## config.mk

```make
export PLATFORM = sky130hd
export DESIGN_NAME = framebuffer_scheduler
export DESIGN_NICKNAME = d
export VERILOG_FILES = /design/src/rtl/framebuffer_scheduler.sv
export SDC_FILE = /design/constraint.sdc
export NUM_CORES = 1
export LEC_CHECK = 0
export ABC_AREA = 1
export BUFFER_PORTS_ARGS = -buffer_cell sky130_fd_sc_hd__buf_2
export CAP_MARGIN = 20
export CORE_UTILIZATION = 50
export DETAILED_ROUTE_END_ITERATION = 10
export PLACE_DENSITY = 0.7
export SLEW_MARGIN = 20
export SYNTH_ARGS = -nofsm -noshare
export SYNTH_HDL_FRONTEND = slang
export SYNTH_SLANG_ARGS = --single-unit
```

## constraint.sdc

```tcl
create_clock -name clock -period 7 [get_ports clock]
set_clock_uncertainty 0.05 [all_clocks]
set_input_delay 0.7 -clock clock [delete_from_list [all_inputs] [get_ports clock]]
set_output_delay 0.7 -clock clock [all_outputs]
set_load 0.02 [all_outputs]
```

## src/rtl/framebuffer_scheduler.sv

```systemverilog
// Frame-buffer RAM arbiter: display reads first, then clear-screen fill,
// then queued host writes, all sharing one single-port block RAM.
module framebuffer_scheduler #(
    parameter int ADDR_W     = 16,
    parameter int DATA_W     = 15,
    parameter int FIFO_DEPTH = 8,
    localparam int PTR_W     = $clog2(FIFO_DEPTH)
) (
    input  logic              clock,
    input  logic              reset_n,
    input  logic              disp_visible,
    input  logic [ADDR_W-1:0] disp_address,
    output logic [DATA_W-1:0] disp_pixel,
    input  logic              wr_valid,
    output logic              wr_ready,
    input  logic [ADDR_W-1:0] wr_address,
    input  logic [DATA_W-1:0] wr_data,
    input  logic              fill_start,
    input  logic [DATA_W-1:0] fill_color,
    output logic              fill_busy,
    output logic [PTR_W:0]    fifo_level,
    output logic [ADDR_W-1:0] ram_address,
    output logic [DATA_W-1:0] ram_data,
    output logic              ram_wren,
    input  logic [DATA_W-1:0] ram_q
);

    typedef enum logic [1:0] {
        S_IDLE,
        S_FILL_WAIT,
        S_FILL
    } state_t;

    state_t r_state;
    state_t w_state_nxt;

    logic [ADDR_W-1:0] r_fill_addr;
    logic [DATA_W-1:0] r_fill_color;

    logic [ADDR_W-1:0] r_fifo_addr [FIFO_DEPTH];
    logic [DATA_W-1:0] r_fifo_data [FIFO_DEPTH];
    logic [PTR_W:0]    r_wptr;
    logic [PTR_W:0]    r_rptr;

    logic w_empty;
    logic w_full;
    logic w_push;
    logic w_pop;
    logic w_fill_go;
    logic w_fill_last;

    assign w_empty = (r_wptr == r_rptr);
    assign w_full  = (r_wptr[PTR_W] != r_rptr[PTR_W]) &&
                     (r_wptr[PTR_W-1:0] == r_rptr[PTR_W-1:0]);

    assign wr_ready    = (r_state == S_IDLE) && !w_full;
    assign w_push      = wr_valid && wr_ready;
    assign w_fill_go   = !disp_visible && (r_state == S_FILL);
    assign w_pop       = !disp_visible && (r_state != S_FILL) && !w_empty;
    assign w_fill_last = (r_fill_addr == {ADDR_W{1'b1}});

    assign fill_busy  = (r_state != S_IDLE);
    assign fifo_level = r_wptr - r_rptr;
    assign disp_pixel = ram_q;

    // Display wins on visible cycles; otherwise fill, then FIFO drain.
    always_comb begin
        ram_address = disp_address;
        ram_data    = r_fifo_data[r_rptr[PTR_W-1:0]];
        ram_wren    = 1'b0;
        if (w_fill_go) begin
            ram_address = r_fill_addr;
            ram_data    = r_fill_color;
            ram_wren    = 1'b1;
        end else if (w_pop) begin
            ram_address = r_fifo_addr[r_rptr[PTR_W-1:0]];
            ram_wren    = 1'b1;
        end
    end

    always_comb begin
        w_state_nxt = r_state;
        unique case (r_state)
            S_IDLE:      if (fill_start) w_state_nxt = S_FILL_WAIT;
            S_FILL_WAIT: if (w_empty) w_state_nxt = S_FILL;
            S_FILL:      if (w_fill_go && w_fill_last) w_state_nxt = S_IDLE;
            default:     w_state_nxt = S_IDLE;
        endcase
    end

    always_ff @(posedge clock or negedge reset_n) begin
        if (!reset_n) begin
            r_state      <= S_IDLE;
            r_fill_addr  <= '0;
            r_fill_color <= '0;
        end else begin
            r_state <= w_state_nxt;
            if (r_state == S_IDLE && fill_start) begin
                r_fill_addr  <= '0;
                r_fill_color <= fill_color;
            end else if (w_fill_go) begin
                r_fill_addr <= r_fill_addr + ADDR_W'(1);
            end
        end
    end

    always_ff @(posedge clock or negedge reset_n) begin
        if (!reset_n) begin
            r_wptr <= '0;
            r_rptr <= '0;
        end else begin
            if (w_push) r_wptr <= r_wptr + (PTR_W+1)'(1);
            if (w_pop)  r_rptr <= r_rptr + (PTR_W+1)'(1);
        end
    end

    // Storage needs no reset: pointers alone define validity.
    always_ff @(posedge clock) begin
        if (w_push) begin
            r_fifo_addr[r_wptr[PTR_W-1:0]] <= wr_address;
            r_fifo_data[r_wptr[PTR_W-1:0]] <= wr_data;
        end
    end

endmodule

```

==> metrics.md <==
| Metric | Value |
|---|---|
| Vias in the first global route | `8001` |
| Maximum clock path buffer count | `3` |
| Hold WC Path Type | `input pin to asynchronous set/reset pin` |
| Crit path kind | `flop to primary output` |
| DP HPWL | `17.0 mm` |
| First-pass GRT wire length | `44.3 mm` |
| Vias per cell | `5.51` |
| Initial Util | `51.3%` |
| Post-Place Worst Slack | `3.58 ns` |
| Fin. max-slew vios | `0` |
| Syn Std Cell Area | `0.0126 mm²` |
| P_int | `0.00349 W` |
| # hold bufs at CTS | `0` |
| Core area | `0.0245 mm²` |
| Worst Path Max Fanout | `99` |
| Status | `completed` |
| Setup ws final | `3.19 ns` |
| R2R cell count | `8` |
| Sequential power share | `37.8%` |
| Crit path DAT | `3.06 ns` |
| Worst reg2reg path startpoint | `r_wptr[0]` |
| DR DRC count | `0` |
| Count leader, synth | `edfxtp_1` |
| Most used DFF post-synth | `edfxtp_1` |
| WL final | `29.0 mm` |
| Switching power | `0.00226 W` |
| Die area | `0.0257 mm²` |
| TritonRoute pass-1 iters | `5` |
| Final ANT Viol Nets | `0` |
| Leading area contributor after synthesis | `edfxtp_1` |
| Flops & latches, synth | `289` |
| Post-CTS setup buffer count | `0` |
| Max_slew headroom | `24.3%` |
| DRT iter0 DRCs | `950` |
| Placement row count | `57` |
| Setup TNS | `0 ns` |
| Htree depth | `1` |
| Clock sink count | `289` |
| Async set or reset register ratio after synthesis | `14.2%` |
| Share of cells above drive strength 1 | `15.6%` |
| Clock slew at the register clock pins of the worst setup and hold paths | `0.06 ns` |
| Register area share after synthesis | `67.5%` |
| Fillers | `2005` |
| Initial antenna violation count | `1` |
| Placed Cells | `1518` |
| Post-synth EDFFs | `248` |
| Worst-margin pin slew | `1.13 ns` |
| R2r setup slk | `3.76 ns` |
| Wire length per cell | `18.5 µm` |
| Max IR drop VDD | `0.288 mV` |
| Synth warnings | `0` |
| Netlist cell types | `30` |
| Unrepaired setup endpoints after global routing | `false` |
| Final std cells w/o fill | `1568` |
| Max Cap Viol | `0` |
| Dpl cell area | `0.0132 mm²` |
| Final Hold Viols | `0` |
| Io pins | `135` |
| CTS tree | `yes` |
| Fin crit period | `3.81 ns` |
| CTS root buf | `clkbuf_16` |
| Crit share post-route | `54.5%` |
| Synth top area cells | `edfxtp_1 (59%), dfrtp_1 (8.2%), nor2_1 (7.4%)` |
| Worst r2r dst | `r_fifo_data[5][2]` |
| Power Dens Cells | `409 mW/mm²` |
| Worst EP required | `6.25 ns` |
| Critical Path Start Type | `flop` |
| Crit. End Element | `primary output` |
| Port Buffers | `104` |
| Gpl congestion | `0.789` |
| DIE WIDTH | `160 µm` |
| Die Height | `160 µm` |
| Clk pwr share | `24.5%` |
| Endpoints failing setup | `0` |
| Yosys top cell area share | `59.3%` |
| Number of nets in the layout | `1315` |
| P&R area growth vs syn | `11.9%` |
| Total congestion overflow | `0` |
| Gr usage total | `22.2%` |
| Leakage | `5.31 nW` |
| WHS | `0.253 ns` |
| Fmax | `262 MHz` |
| Pin count of the biggest net entering global routing | `126` |
| Vias | `8645` |
| Total CTS buffers | `29` |
| Ant. Diodes | `0` |
| Sw Share | `39.3%` |
| Clock Latency Late Sink | `0.55 ns` |
| Synthesized area per cell | `10.9 µm²` |
| Synth top cells by count | `edfxtp_1 (248), nor2_1 (247), nand2_1 (168)` |
| Design Area, Final | `0.0141 mm²` |
| Syn Nets | `1239` |
| Cells after Synth | `1150` |
| Cts repair resizes | `0` |
| Comb pwr share | `37.7%` |
[registers in the layout, indices dropped and copies added, names as in the netlist]
register      count
r_fill_color     15
r_fifo_addr     128
r_state           2
r_fifo_data     120
r_rptr            4
r_wptr            4
r_fill_addr      16
[layer usage]
| metal | GRT usage, % | vias to the layer above | wire (µm) |
|---|---|---|---|
| li1 | - | 4088 | - |
| met1 | 33.3 | 4147 | 13100 |
| met2 | 34.0 | 357 | 13300 |
| met3 | 3.02 | 51 | 2030 |
| met4 | 6.02 | 2 | 610 |
| met5 | 0 | - | 13 |
[logic make-up after synthesis]
| logic type | synth area share, % |
|---|---|
| DFF | 67.5 |
| AOI/OAI and AO/OA | 7.85 |
| and+or+nand+nor | 17.7 |
| xor gates and xnor gates | 0.488 |
| adders and majority gates | 0.757 |
| buffers and inverters | 5.68 |
[power by group through the flow]
| stage | registers (W) | clock network, W | logic [W] |
|---|---|---|---|
| after floorplan | 0.00216 | 0 | 0.00160 |
| after global placement | 0.00220 | 0 | 0.00212 |
| after detailed placement | 0.00220 | 0 | 0.00215 |
| after CTS | 0.00217 | 0.00142 | 0.00216 |
| after global routing | 0.00219 | 0.00148 | 0.00238 |
| final | 0.00217 | 0.00141 | 0.00217 |
[layout make-up]
class                      count  area, µm²  area share, %
sequential                   289       8480           60.3
multi-input combinational    728       3420           24.3
clock buffer                  34        744           5.30
timing repair buffer         122        681           4.84
tap                          324        405           2.88
inverter                      56        218           1.55
clock inverter                15        105          0.748
[metrics by stage]
| step | util, % | power (W) |
|---|---|---|
| 2_1_floorplan | - | 0.00376 |
| 6_report | 57.4 | 0.00574 |
| 3_5_place_dp | 53.9 | 0.00436 |
| 3_3_place_gp | 53.9 | 0.00432 |
| 5_1_grt | 57.4 | 0.00605 |
| 4_1_cts | 57.3 | 0.00575 |
[layout by cell type, fill, tap and decap left out, types with 7 or more instances in the layout]
cell / count
inv_1: 49
a21oi_1: 10
nand2_1: 168
buf_2: 104
nand3_1: 89
nor2_1: 245
buf_4: 16
edfxtp_1: 248
clkbuf_16: 29
o211ai_1: 31
dfrtp_1: 39
o21ai_1: 20
o21ai_0: 116
clkinv_2: 7
[how the worst max path moves through the flow]
| stage | from | to | slack, ns | depth (start not counted) |
|---|---|---|---|---|
| floorplan | r_rptr[2] | r_fifo_addr[2][0] | 2.63 | 10 |
| global placement | r_rptr[0] | r_fifo_addr[2][9] | 3.71 | 7 |
| detailed placement | r_wptr[0] | r_fifo_addr[2][9] | 3.58 | 8 |
| CTS | r_rptr[0] | ram_address[0] | 3.21 | 8 |
| global route | r_rptr[0] | ram_data[6] | 2.99 | 8 |
| finish | r_rptr[0] | ram_address[15] | 3.19 | 8 |
[critical path: stages, from the launching register on]
cell      delay, ns
dfrtp_4        0.65
buf_4          0.89
nor2_1         0.11
nor2_1         0.11
o21ai_0        0.10
o211ai_1       0.13
nand3_1        0.21
nand2_1        0.11
buf_2          0.16
No activity file was read; power rests on OpenSTA's default activity.
